**src/rtl/inst_fetch.sv**
```systemverilog
// Instruction fetch stage: boot-loads instruction memory in LOAD, then fetches
// sequentially into the IF/ID register in RUN with redirect/flush/stall control.
module inst_fetch #(
  parameter logic [31:0] RESET_PC  = 32'h0000_0000,
  parameter bit          BOOT_LOAD = 1'b1
) (
  input  logic        clk,
  input  logic        rst_n,
  input  logic        load_valid,
  input  logic [31:0] load_data,
  input  logic        load_done,
  output logic        load_ready,
  input  logic        redirect,
  input  logic [31:0] redirect_target,
  input  logic        stall,
  input  logic        flush,
  input  logic [31:0] IM_out,
  output logic [15:0] IM_address,
  output logic        IM_enable,
  output logic        IM_write,
  output logic [31:0] IM_in,
  output logic [31:0] if_pc,
  output logic [31:0] if_inst,
  output logic        if_valid,
  output logic        fetch_run
);

  typedef enum logic {S_LOAD, S_RUN} state_t;

  state_t      state_q, state_d;
  logic [31:0] pc_q, pc_d;
  logic [15:0] ptr_q, ptr_d;
  logic [31:0] if_pc_q, if_pc_d;
  logic [31:0] if_inst_q, if_inst_d;
  logic        if_valid_q, if_valid_d;

  always_ff @(posedge clk) begin
    if (!rst_n) begin
      state_q    <= BOOT_LOAD ? S_LOAD : S_RUN;
      pc_q       <= RESET_PC;
      ptr_q      <= '0;
      if_pc_q    <= '0;
      if_inst_q  <= '0;
      if_valid_q <= 1'b0;
    end else begin
      state_q    <= state_d;
      pc_q       <= pc_d;
      ptr_q      <= ptr_d;
      if_pc_q    <= if_pc_d;
      if_inst_q  <= if_inst_d;
      if_valid_q <= if_valid_d;
    end
  end

  always_comb begin
    state_d    = state_q;
    pc_d       = pc_q;
    ptr_d      = ptr_q;
    if_pc_d    = if_pc_q;
    if_inst_d  = if_inst_q;
    if_valid_d = if_valid_q;
    unique case (state_q)
      S_LOAD: begin
        if (load_valid) ptr_d = ptr_q + 16'd1;
        if (load_done) begin
          state_d = S_RUN;
          pc_d    = RESET_PC;
        end
      end
      S_RUN: begin
        if (redirect) begin
          pc_d       = redirect_target & ~32'd3;
          if_valid_d = 1'b0;
        end else if (flush) begin
          if_valid_d = 1'b0;
        end else if (!stall) begin
          if_pc_d    = pc_q;
          if_inst_d  = IM_out;
          if_valid_d = 1'b1;
          pc_d       = pc_q + 32'd4;
        end
      end
      default: state_d = S_LOAD;
    endcase
  end

  always_comb begin
    load_ready = 1'b0;
    IM_address = pc_q[17:2];
    IM_enable  = 1'b0;
    IM_write   = 1'b1;
    IM_in      = '0;
    if (state_q == S_LOAD) begin
      load_ready = 1'b1;
      IM_address = ptr_q;
      IM_in      = load_data;
      IM_enable  = ~load_valid;
      IM_write   = ~load_valid;
    end
    // Reset overrides any access so no partial write lands on the reset edge.
    if (!rst_n) begin
      IM_enable = 1'b1;
      IM_write  = 1'b1;
    end
  end

  assign if_pc     = if_pc_q;
  assign if_inst   = if_inst_q;
  assign if_valid  = if_valid_q;
  assign fetch_run = (state_q == S_RUN);

endmodule

```
**config.mk**
```make
export PLATFORM = sky130hd
export DESIGN_NAME = inst_fetch
export DESIGN_NICKNAME = d
export VERILOG_FILES = /design/src/rtl/inst_fetch.sv
export SDC_FILE = /design/constraint.sdc
export NUM_CORES = 1
export LEC_CHECK = 0
export ABC_AREA = 1
export CAP_MARGIN = 20
export CORE_AREA = 2 2 157 82
export CTS_BUF_LIST = sky130_fd_sc_hd__clkbuf_8
export DETAILED_ROUTE_END_ITERATION = 10
export DIE_AREA = 0 0 159 84
export PLACE_DENSITY = 0.87
export SLEW_MARGIN = 20
export SYNTH_ARGS = -nofsm -noshare
export SYNTH_HDL_FRONTEND = slang
export SYNTH_SLANG_ARGS = --single-unit
```
**constraint.sdc**
```tcl
create_clock -name clk -period 3.17 [get_ports clk]
set_clock_uncertainty 0.1 [all_clocks]
set_input_delay 0.7925 -clock clk [delete_from_list [all_inputs] [get_ports clk]]
set_output_delay 0.7925 -clock clk [all_outputs]
set_load 0.05 [all_outputs]
```
# --- Word-level counts from Yosys, hierarchy flattened ---
# Index checks and enable logic that the tools add are counted.
# W data, S select, Z words.
totals:
  reg_bits: 114
  input_bits: 103
  out_inout_bits: 117
classes:
  mux: 17
  addsub: 2
  bitwise: 5
  n_eq_ne: 4
  reduce_logical: 4
op_table:
  columns: ["cell", "n"]
  rows:
  - ["$mux W32", 5]
  - ["$pmux W32 S2", 1]
  - ["$add A32 B3 Y32 const B", 1]
  - ["$add A16 B1 Y16 const B", 1]
  - ["$mux W16", 1]
  - ["$mux W1", 10]
  - ["$ne A3 B3 Y1 const B", 2]
  - ["$not A1 Y1", 5]
  - ["$reduce_and A2 Y1", 2]
  - ["$reduce_and A4 Y1", 1]
  - ["$ne A3 B2 Y1 const B", 1]
  - ["$reduce_and A3 Y1", 1]
  - ["$ne A2 B2 Y1 const B", 1]

# --- Depth between registers and ports, before layout ---
# Gate-level depths: netlist of run 1.
logic_depth:
  depth_word: 5
  depth_mapped: 10

# --- Worst setup path after synthesis of run 1 ---
# OpenSTA, ideal clock, no wires.
synth_path:
  path_type: "register -> output"
  start: "register state_q, in the netlist fetch_run"
  end: "output IM_address[14]"
  arrival_time_ps: 2105
  t_required_ps: 2277
  path_slack_ps: 172
  path_stages_with_launch: 4
  path_cell_list: "dfxtp_1 -> buf_2 -> clkbuf_1 -> o21ai_0"
synth_between:
  elab_chain_cells: 1
synth_lines:
  columns: ["item", "line", "source"]
  rows:
  - ["start: declaration", "30", "state_t state_q, state_d;"]
  - ["start signal: assignment", "39", "state_q <= BOOT_LOAD ? S_LOAD : S_RUN;"]
  - ["start signal: assignment", "46", "state_q <= state_d;"]
  - ["$mux W16", "93", "if (state_q == S_LOAD) begin"]
  - ["end: declaration", "18", "output logic [15:0] IM_address,"]
# No other way between the ends.

# --- Worst setup path in the final report of run 1 ---
layout_path:
  start: "register state_q, in the netlist fetch_run"
  end: "output IM_address[8]"
# Same word-level chain as after synthesis.

==> results.sh, run 1 <==
export IMPL_clk_latency_ns=0.37
export IMPL_swShare=0.334
export IMPL_gp_congestion=0.994
export IMPL_fp_dieH_um=84
export IMPL_core_rowCount=29
export IMPL_drc_errors=0
export IMPL_cts_tree="done"
export IMPL_drt_total_wl_mm=18.7
export IMPL_p_int_mw=2.03
export IMPL_synthArstFlopShare=0
export IMPL_final_max_slew_viol_count=0
export IMPL_relSlewSlack=0.621
export IMPL_crit_arrival_ns=2.17
export IMPL_core_area_um2=12200
export IMPL_p_leak_nw=3.18
export IMPL_peakVddDrop_mv=0.201
export IMPL_grt_pass1_wl_mm=30.5
export IMPL_instances_no_fill=1286
export IMPL_worst_slew_pin_slew_ns=0.567
export IMPL_required_ns=2.28
export IMPL_synthTopCellsByArea="dfxtp_1, nor2_1, nand2_1"
export IMPL_grt_pass1_vias=5996
export IMPL_setup_viol=0
export IMPL_min_period_ns=3.06
export IMPL_power_density_nw_per_um2=365
export IMPL_yosysMostFrequentCell="nor2_1"
export IMPL_grt_overflow_total=0
export IMPL_syn_area_per_cell_um2=6.36
export IMPL_dr_pass1_iters=6
export IMPL_grt_max_degree=47
export IMPL_drtIter0Drc=819
export IMPL_drive_gt1_frac=0.0959
export IMPL_ff2ff_setup_slack_ns=1.02
export IMPL_die_width_um=159
export IMPL_cp_max_fo=39
export IMPL_clk_path_buf_depth=2
export IMPL_drv_cap=0
export IMPL_topRoutingLayerUsed="met4"
export IMPL_final_hold_viol_count=0
export IMPL_met1Wirelength_mm=8.43
export IMPL_cts_sinks=110
export IMPL_dp_cells=1271
export IMPL_avgViaCountPerCell=5.13
export IMPL_synth_seq_cells=110
export IMPL_utilization=0.686
export IMPL_finalCritPeriodShare=0.966
export IMPL_synthFlopType="dfxtp_1"
export IMPL_routedWlPerCell_um=14.6
export IMPL_syn_inst=907
export IMPL_antenna_cells=0
export IMPL_combPwrFrac=0.253
export IMPL_p_seq_frac=0.483
export IMPL_pwr_share_clk=0.265
export IMPL_nets=1217
export IMPL_power_mw=3.05
export IMPL_wl_met3_mm=2.39
export IMPL_holdBufCountCts=0
export IMPL_cts_made_buffers=9
export IMPL_initial_core_util=0.473
export IMPL_yosys_top_cells_count="nor2_1, nand2_1, dfxtp_1"
export IMPL_dieArea_um2=13400
export IMPL_syn_area_um2=5770
export IMPL_timing_worst_setup_path_type="flip-flop to output port"
export IMPL_port_buffers=215
export IMPL_ys_types=36
export IMPL_whs_ns=0.376
export IMPL_ys_warn_count=0
export IMPL_wl_met2_mm=7.70
export IMPL_antenna_found_initial=0
export IMPL_setup_worst_path_end_class="output port"
export IMPL_cts_htree_levels=3
export IMPL_rsz0062_at_grt="false"
export IMPL_seq_area_frac_synth=0.382
export IMPL_dp_hpwl_mm=14.4
export IMPL_switching_power_mw=1.02
export IMPL_ant_nets=0
export IMPL_vias=6591
export IMPL_synth_edff_count=0
export IMPL_track_usage=0.281
export IMPL_root_buffer="clkbuf_8"
export IMPL_fmax_mhz=327
export IMPL_finalSetupTns_ns=0
export IMPL_syn_to_final_growth_pct=44.8
export IMPL_synth_top_area_share=0.382
export IMPL_hp_class="flip-flop to flip-flop"
export IMPL_num_io_pins=220
export IMPL_path_clk_slew_ns=0.11
export IMPL_status="finished, final reports clean"
export IMPL_yosysTopAreaCell="dfxtp_1"
export IMPL_worst_setup_path_start_kind="flip-flop"
registers in the layout, summed over array words and instances (netlist names):
| signal | cells |
|---|---|
| if_pc | 30 |
| if_valid | 1 |
| fetch_run | 1 |
| if_inst | 32 |
| ptr_q | 16 |
| pc_q | 30 |
logic make-up after synthesis:
| kind of cell | synth area share |
|---|---|
| and+or+nand+nor | 0.353 |
| buffers and inverters | 0.0943 |
| other | 0.000650 |
| adders and majority gates | 0.00434 |
| AOI/OAI and AO/OA | 0.147 |
| DFF | 0.382 |
| xor gates and xnor gates | 0.0182 |
critical path: stages (launching register included):
cell             delay (ns)
dfxtp_4                0.62
nand2_1                0.17
o21ai_0                0.14
clkdlybuf4s50_1        0.85
layout by cell type, fill, tap and decap left out, drive strengths merged:
cell type	instances
nand3	44
xor2	6
or2	4
nor3	7
clkinvlp	3
o221a	1
nor2	246
nand2	185
nand4	3
o21a	1
inv	82
clkdlybuf4s50	180
o211ai	3
clkbuf	9
and2	1
ha	2
a21oi	59
clkinv	2
o21ai	99
xnor2	6
o21bai	1
conb	2
buf	60
dfxtp	110
what timing repair did:
action                                 4_1_cts  5_1_grt
buffers inserted                             0        0
resized for setup                            1        0
endpoints found under the hold margin        0        0
setup endpoints to repair                    6        0
final timing paths:
| path | from | end | cells after the start |
|---|---|---|---|
| max | fetch_run$_SDFF_PN0_ | IM_address[8] | 3 |
| min | ptr_q[13]$_SDFFE_PN0P_ | ptr_q[13]$_SDFFE_PN0P_ | 2 |
| max reg2reg | fetch_run$_SDFF_PN0_ | pc_q[11]$_SDFFE_PN0P_ | 7 |
| min reg2reg | ptr_q[13]$_SDFFE_PN0P_ | ptr_q[13]$_SDFFE_PN0P_ | 2 |
per-stage QoR:
step	setup slack, ns	instance area, um2
after floorplan	0.172	5770
after global placement	0.338	8170
after detailed placement	0.325	8170
after CTS	0.143	8360
after global routing	0.0725	8360
final	0.109	8360
power groups by stage:
stage | sequential [mW] | clock (mW) | combinational (mW)
2_1_floorplan | 1.57 | 0 | 0.352
3_3_place_gp | 1.50 | 0 | 0.754
3_5_place_dp | 1.50 | 0 | 0.765
4_1_cts | 1.47 | 0.824 | 0.768
5_1_grt | 1.48 | 0.880 | 0.818
6_report | 1.47 | 0.807 | 0.771
routing by layer:
metal  vias up  global-route usage
met2       368               0.418
met5         -                   0
li1       3259                   -
met4         0              0.0479
met3        18              0.0849
met1      2946               0.405
final cells by class:
class / instances / area (um2)
tap: 170 / 213
sequential: 110 / 2210
clock buffer: 9 / 124
fill: 1033 / 3830
clock inverter: 6 / 58.8
multi-input combinational: 670 / 3030
inverter: 81 / 304
timing repair buffer: 240 / 2420
Note: power is estimated with default switching activity, not from simulation.
==> run 2: changes to the inputs <==
- clock period: 3.17 -> 3.7 ns (I/O delays scaled with it)
==> run 2 against run 1 <==
Net effect:
- cell area decreased by 1.7%
- non-clock buffer count decreased by 9
- die area unchanged
- via count decreased by 1.5%
- cell count decreased by 0.70%
- register-to-register slack improved by 0.73 ns
- global-route usage decreased by 0.90 points
- setup slack improved by 0.26 ns
- combinational power decreased by 19%
- power decreased by 13%
- routed wire length decreased by 1.7%
- sequential power decreased by 14%
- critical endpoint is now IM_in[5]
==> results.sh, run 2 (same netlist as run 1, synthesis figures left out) <==
export IMPL_status="finished, final reports clean"
export IMPL_grt_max_degree=76
export IMPL_antenna_cells=0
export IMPL_drt_total_wl_mm=18.4
export IMPL_relSlewSlack=0.570
export IMPL_core_rowCount=29
export IMPL_core_area_um2=12200
export IMPL_worst_slew_pin_slew_ns=0.645
export IMPL_place_area_um2=8010
export IMPL_instances_no_fill=1277
export IMPL_pwr_share_clk=0.290
export IMPL_rsz0062_at_grt="false"
export IMPL_min_period_ns=3.34
export IMPL_p_leak_nw=3.06
export IMPL_whs_ns=0.374
export IMPL_initial_core_util=0.473
export IMPL_avgViaCountPerCell=5.09
export IMPL_holdBufCountCts=0
export IMPL_final_max_slew_viol_count=0
export IMPL_power_mw=2.66
export IMPL_switching_power_mw=0.873
export IMPL_finalCritPeriodShare=0.902
export IMPL_dr_pass1_iters=7
export IMPL_setup_viol=0
export IMPL_syn_to_final_growth_pct=42.3
export IMPL_cp_max_fo=1
export IMPL_final_cell_mix="nor2_1, clkdlybuf4s50_1, nand2_1"
export IMPL_ant_nets=0
export IMPL_largest_reg_flops=32
export IMPL_nFillCells=1034
export IMPL_drv_cap=0
export IMPL_grt_pass1_wl_mm=29.4
export IMPL_antenna_found_initial=0
export IMPL_die_width_um=159
export IMPL_drc_errors=0
export IMPL_vias=6494
export IMPL_drtIter0Drc=755
export IMPL_cts_htree_levels=3
export IMPL_design_area_um2=8210
export IMPL_final_seq_area_um2=2200
export IMPL_clk_path_buf_depth=2
export IMPL_finalSetupTns_ns=0
export IMPL_peakVddDrop_mv=0.189
export IMPL_dp_cells=1262
export IMPL_num_io_pins=220
export IMPL_swShare=0.328
export IMPL_required_ns=2.67
export IMPL_path_clk_slew_ns=0.10
export IMPL_final_hold_viol_count=0
export IMPL_combPwrFrac=0.236
export IMPL_dp_hpwl_mm=13.9
export IMPL_nets=1208
export IMPL_grt_pass1_vias=5814
export IMPL_setup_worst_path_end_class="output port"
export IMPL_p_int_mw=1.79
export IMPL_hp_class="flip-flop to flip-flop"
export IMPL_clk_latency_ns=0.39
export IMPL_p_seq_frac=0.474
export IMPL_track_usage=0.272
export IMPL_crit_arrival_ns=2.31
export IMPL_drive_gt1_frac=0.0650
export IMPL_root_buffer="clkbuf_8"
export IMPL_routedWlPerCell_um=14.4
export IMPL_cts_made_buffers=9
export IMPL_fp_dieH_um=84
export IMPL_cts_sinks=110
export IMPL_port_buffers=215
export IMPL_fmax_mhz=300
export IMPL_cts_resized=0
export IMPL_power_density_nw_per_um2=324
export IMPL_gp_congestion=0.953
export IMPL_worst_setup_path_start_kind="input pin"
export IMPL_multiInputGateArea_um2=3030
export IMPL_dieArea_um2=13400
export IMPL_cts_tree="done"
export IMPL_layout_commonest_cell="nor2_1"
export IMPL_timing_worst_setup_path_type="input pin to output port"
export IMPL_grt_overflow_total=0
export IMPL_post_cts_buffers=0
==> run 2: metrics by stage <==
step	setup slack, ns	util
after floorplan	0.570	-
after global placement	0.372	0.657
after detailed placement	0.348	0.657
after CTS	0.353	0.674
after global routing	0.282	0.674
final	0.364	0.674
==> run 2: cell type report <==
type | instances | share of cell area
tap | 170 | 0.0259
multi-input combinational | 670 | 0.369
timing repair buffer | 231 | 0.275
clock buffer | 9 | 0.0151
sequential | 110 | 0.268
inverter | 81 | 0.0370
clock inverter | 6 | 0.0101
==> run 2: layer usage <==
metal | GRT usage | part of all wire
met1 | 0.390 | 0.46
met4 | 0.0570 | 0.014
met5 | 0 | 0
met2 | 0.401 | 0.41
met3 | 0.0835 | 0.11
==> run 2: worst max-delay path: stages <==
cell and delay [ns]:
clkdlybuf4s50_1 0.45, inv_1 0.03, nor2_1 0.09, clkdlybuf4s50_1 0.81
==> run 2: power by group through the flow <==
stage	combinational [mW]	sequential [mW]	clock, mW
4_1_cts	0.626	1.26	0.784
2_1_floorplan	0.302	1.35	0
3_3_place_gp	0.616	1.29	0
5_1_grt	0.670	1.27	0.834
6_report	0.628	1.26	0.772
3_5_place_dp	0.623	1.29	0
==> run 2: path summary, 6_finish.rpt <==
path,endpoint,from,slack (ns),cells after the start
worst max register to register,pc_q[20]$_SDFFE_PN0P_,pc_q[2]$_SDFFE_PN0P_,1.75,10
worst max-delay path,IM_in[5],load_data[5],0.36,4
worst min-delay path,ptr_q[14]$_SDFFE_PN0P_,ptr_q[14]$_SDFFE_PN0P_,0.37,2
worst min register to register,ptr_q[14]$_SDFFE_PN0P_,ptr_q[14]$_SDFFE_PN0P_,0.37,2
==> run 3: changes to the inputs <==
- CAP_MARGIN: 20 -> default
- CORE_AREA: 2 2 157 82 -> 2 2 200 104
- DIE_AREA: 0 0 159 84 -> 0 0 202 106
- PLACE_DENSITY: 0.87 -> default
==> run 3 against run 2 <==
Net effect:
- maximum frequency shrank 0.92%
- sequential share of layout area shrank 0.54 points
- die area grew 60%
- via count shrank 1.7%
- core utilization shrank 25 points
- setup slack lost 0.031 ns
- global-route usage shrank 7.8 points
- clock-buffer cell count is the same
- cell count grew 8.5%
- critical path depth is the same
- sequential power is essentially flat
- routed wire length grew 13%
- largest power group unchanged
- highest routed layer unchanged
==> results.sh, run 3 (same netlist as run 1, synthesis figures left out) <==
export IMPL_setup_worst_path_end_class="output port"
export IMPL_post_cts_buffers=0
export IMPL_routedWlPerCell_um=15.0
export IMPL_vias=6386
export IMPL_p_leak_nw=3.10
export IMPL_clk_path_buf_depth=2
export IMPL_utilization=0.422
export IMPL_multiInputGateArea_um2=3030
export IMPL_final_hold_viol_count=0
export IMPL_dp_hpwl_mm=15.9
export IMPL_num_io_pins=220
export IMPL_crit_arrival_ns=2.34
export IMPL_path_cells="buf_4 > nand2_1 > o21ai_0 > clkdlybuf4s50_1"
export IMPL_finalSetupTns_ns=0
export IMPL_status="finished, final reports clean"
export IMPL_root_buffer="clkbuf_8"
export IMPL_relSlewSlack=0.538
export IMPL_cts_resized=0
export IMPL_required_ns=2.67
export IMPL_syn_to_final_growth_pct=45.3
export IMPL_hp_class="flip-flop to flip-flop"
export IMPL_initial_core_util=0.291
export IMPL_cts_htree_levels=3
export IMPL_ant_nets=0
export IMPL_power_density_nw_per_um2=328
export IMPL_dieArea_um2=21400
export IMPL_fp_dieH_um=106
export IMPL_nets=1213
export IMPL_track_usage=0.194
export IMPL_p_int_mw=1.86
export IMPL_antenna_cells=0
export IMPL_drv_cap=0
export IMPL_grt_pass1_wl_mm=32.5
export IMPL_final_cell_mix="nor2_1, clkdlybuf4s50_1, nand2_1"
export IMPL_timing_worst_setup_path_type="flip-flop to output port"
export IMPL_gp_congestion=0.892
export IMPL_final_max_slew_viol_count=0
export IMPL_fmax_mhz=297
export IMPL_largest_reg_flops=32
export IMPL_switching_power_mw=0.885
export IMPL_holdBufCountCts=0
export IMPL_antenna_found_initial=0
export IMPL_grt_max_degree=76
export IMPL_max_stage_delay_ns=0.87
export IMPL_final_seq_area_um2=2200
export IMPL_drtIter0Drc=640
export IMPL_avgViaCountPerCell=4.61
export IMPL_worst_slew_pin_slew_ns=0.692
export IMPL_worst_setup_path_start_kind="flip-flop"
export IMPL_cts_made_buffers=9
export IMPL_dr_pass1_iters=6
export IMPL_peakVddDrop_mv=0.137
export IMPL_grt_pass1_vias=5770
export IMPL_crit_path_top_delay_cell="clkdlybuf4s50_1"
export IMPL_whs_ns=0.385
export IMPL_rsz0062_at_grt="false"
export IMPL_cts_tree="done"
export IMPL_drt_total_wl_mm=20.8
export IMPL_nFillCells=2099
export IMPL_core_rowCount=37
export IMPL_cts_sinks=110
export IMPL_combPwrFrac=0.233
export IMPL_grt_overflow_total=0
export IMPL_p_seq_frac=0.460
export IMPL_drive_gt1_frac=0.0728
export IMPL_cp_max_fo=23
export IMPL_core_area_um2=19900
export IMPL_die_width_um=202
export IMPL_path_clk_slew_ns=0.11
export IMPL_drc_errors=0
export IMPL_min_period_ns=3.37
export IMPL_layout_commonest_cell="nor2_1"
export IMPL_swShare=0.323
export IMPL_port_buffers=215
export IMPL_finalCritPeriodShare=0.910
export IMPL_clk_latency_ns=0.39
export IMPL_setup_viol=0
export IMPL_pwr_share_clk=0.307
run 3: final timing paths:
kind / startpoint / endpoint / slack, ns / cells past startpoint
worst max-delay path: fetch_run$_SDFF_PN0_ / IM_address[10] / 0.33 / 4
worst min-delay path: ptr_q[13]$_SDFFE_PN0P_ / ptr_q[13]$_SDFFE_PN0P_ / 0.38 / 2
worst max register to register: fetch_run$_SDFF_PN0_ / if_pc[22]$_SDFFE_PN0P_ / 1.48 / 8
worst min register to register: ptr_q[13]$_SDFFE_PN0P_ / ptr_q[13]$_SDFFE_PN0P_ / 0.38 / 2
run 3: power by group through the flow:
stage / Combinational, mW / Sequential (mW) / Clock [mW]
floorplan: 0.302 / 1.35 / 0
global placement: 0.638 / 1.29 / 0
detailed placement: 0.639 / 1.29 / 0
CTS: 0.641 / 1.26 / 0.876
global route: 0.686 / 1.27 / 0.924
finish: 0.640 / 1.26 / 0.843
run 3: worst max-delay path, delay by kind of cell, from the launching register on:
family / cells / cell delay [ns]
flops: 1 / 0.58
buf+inv: 2 / 1.18
compound gates: 1 / 0.10
simple gates: 1 / 0.08
run 3: metal layers:
| layer | global-route usage | part of all wire | vias up |
|---|---|---|---|
| met5 | 0 | 0 | - |
| met4 | 0.0278 | 0.0052 | 0 |
| met3 | 0.0399 | 0.080 | 12 |
| met2 | 0.258 | 0.37 | 248 |
| met1 | 0.314 | 0.54 | 2884 |
| li1 | - | - | 3242 |
run 3: area by class of cell:
class                      count  area share
sequential                   110       0.263
tap                          273      0.0408
clock inverter                 7      0.0124
clock buffer                   9      0.0148
multi-input combinational    670       0.361
timing repair buffer         236       0.272
inverter                      81      0.0363
run 3: per-stage QoR:
step	area, um2	power [mW]	setup WS (ns)	instances
CTS	8380	2.78	0.305	1386
detailed placement	8150	1.93	0.356	1370
global placement	8150	1.93	0.369	1370
finish	8380	2.75	0.333	1386
floorplan	5770	1.65	0.570	908
global route	8380	2.88	0.215	1386
==> RTL edit, RTL diff (config.mk and constraints of run 1) <==
Add an input register stage for `redirect_target`; this delays it by one clock. The other inputs are not delayed to match.
--- a/src/rtl/inst_fetch.sv
+++ b/src/rtl/inst_fetch.sv
@@ -28,2 +28,8 @@
   typedef enum logic {S_LOAD, S_RUN} state_t;
+
+  logic [31:0] redirect_target_q;
+
+  always_ff @(posedge clk) begin
+    redirect_target_q <= redirect_target;
+  end
 
@@ -71,3 +77,3 @@
         if (redirect) begin
-          pc_d       = redirect_target & ~32'd3;
+          pc_d       = redirect_target_q & ~32'd3;
           if_valid_d = 1'b0;
Check against the original RTL: not equivalent (Yosys sat finds a counterexample within 4 cycles, from zero or initial values and one cycle with rst_n low).
==> RTL edit against run 1 <==
Clock power grew 100%. Cell area grew 8.4%. Synthesized area grew 7.1%. Non-clock buffer count shrank 12. Core utilization grew 5.8 points. Total power grew 40%. Sequential cell count grew 30. Highest routed layer unchanged. Routed wire length is essentially flat. Setup slack gained 0.015 ns. Largest power group unchanged. Critical endpoint unchanged.
==> RTL edit: results (changes against run 1) <==
** Route
- DRC marker count from the first detailed-route iteration :: 485 (-41%)
- Routed length on met1 :: 8340 microns (-1.1%)
- WL final :: 18,700 microns (about the same)
- The met2 routed wirelength came to 8110 microns (+5.3%).
- The per-cell via count in the routed design is 5.07 (-1.2%).
- Metal3 WL :: 1970 microns (-18%)

** Setup path
- The largest fanout of any net on the critical path came to 36 (-7.7%).
- The delay of the slowest critical-path stage came to 0.87 ns (+0.02 ns).
- The arrival time at the worst endpoint was 2.15 ns (-0.02 ns).
- The endpoint identified for the worst register-to-register timing path is if_pc[5].

** Global route
- Pin count of the biggest net entering global routing :: 52 (+11%)
- The via count of the first global-routing pass came to 6,140 (+2.4%).
- The first-pass GRT wire length is 30,200 microns (-0.93%).
- GRT met1 Usage :: 37.2% (-3.3 points)
- The all-layer global routing usage was 28.3% (+0.24 points).

** Placed design
- Instance area after placement :: 8610 sq um (+5.3%)
- Dpl ws :: 0.461 ns (+0.136 ns)
- The final weighted congestion in routability-driven placement came to 0.958 (-3.6%).
- The number of instances in the placed design was 1,253 (-1.4%).
- The port buffer count came to 215 (unchanged).
- Detailed placer's ending HPWL :: 13,800 microns (-4.6%)

** Logic synthesis
- Post-synthesis share of cell area spent on full adders, half adders and majority gates :: 0.405% (-0.029 points)
- Most instantiated cells after synthesis :: nor2_1 (205), nand2_1 (161), dfxtp_1 (140)
- The register area share after synthesis is 45.3% (+7.2 points).
- The post-synthesis xor/xnor area fraction was 1.13% (-0.69 points).
- The cell count after synthesis came to 900 (-0.77%).
- Cell variety after synth :: 27 (-25%)

** Final layout
- Post-Layout Cell Count :: 1,285 (-0.078%)
- The number of fill cells in the layout was 946 (-8.4%).
- Clock-cell share of area :: 5.02% (+2.8 points)
- The number of flip-flops and latches is 140 (+27%).
- Flip-flop and latch share of the layout cell area :: 31.0% (+4.6 points)
- Nets :: 1,207 (-0.82%)
- Multi-input gate share of total cell area :: 31.2% (-5.1 points)
- The clock buffer count was 18 (+9).
- The count of multi-input combinational gates is 625 (-6.7%).
- The layout cell share with drive strength beyond 1 was 10.0% (+0.46 points).
- The inverter count came to 90 (+11%).
- Total of plain and repair buffers excluding clock buffers :: 228 (-5.0%)

** Power and ir drop
- Part of the total power dissipated in the clock network :: 38.5% (+12 points)
- The total power after layout is 4.28 mW (+40%).
- Relative contribution of sequential cells to total power :: 43.8% (-4.5 points)
- The internal power came to 3.03 mW (+49%).
- The total power per unit cell area is 473 nW/um^2 (+29%).

** Clock tree
- Worst-Skew Late Latency :: 0.45 ns (+0.08 ns)
- Clock slew at the register clock pins of the worst setup and hold paths :: 0.09 ns (-0.02 ns)
- The number of buffers added by the clock tree synthesis step came to 17 (+8).
- The depth of the CTS H-tree is 4 (+1).

** Status
- The run finished with clean final reports.

** STA
- The slew of the pin with the lowest slew margin was 0.562 ns (-0.00479 ns).
- The worst setup margin is 0.125 ns (+0.0153 ns).
RTL edit: cell count changes after synthesis, moves of 9 or more:
cell,delta
dfxtp_1,+30
nor2_1,-28
nand2_1,-18
a21oi_1,+13
inv_1,+9
o21ai_0,+9
RTL edit: worst min-delay path by stage:
stage / slack (ns) / cells after the start / endpoint / from
final: 0.39 / 2 / if_inst[20] / if_inst[20]
after global routing: 0.41 / 2 / if_inst[15] / if_inst[15]
after CTS: 0.39 / 2 / ptr_q[2] / ptr_q[2]
after detailed placement: 0.37 / 1 / ptr_q[3] / ptr_q[3]
after global placement: 0.36 / 2 / if_inst[20] / if_inst[20]
after floorplan: 0.34 / 1 / ptr_q[3] / ptr_q[3]
RTL edit: worst reg2reg max path: cells and delay by family (launching register included):
family / cells / cell delay, ns
flip-flops: 1 / 0.58
AND/OR/NAND/NOR: 2 / 0.27
buffers and inverters: 3 / 0.81
AO/OA/AOI/OAI: 2 / 0.28
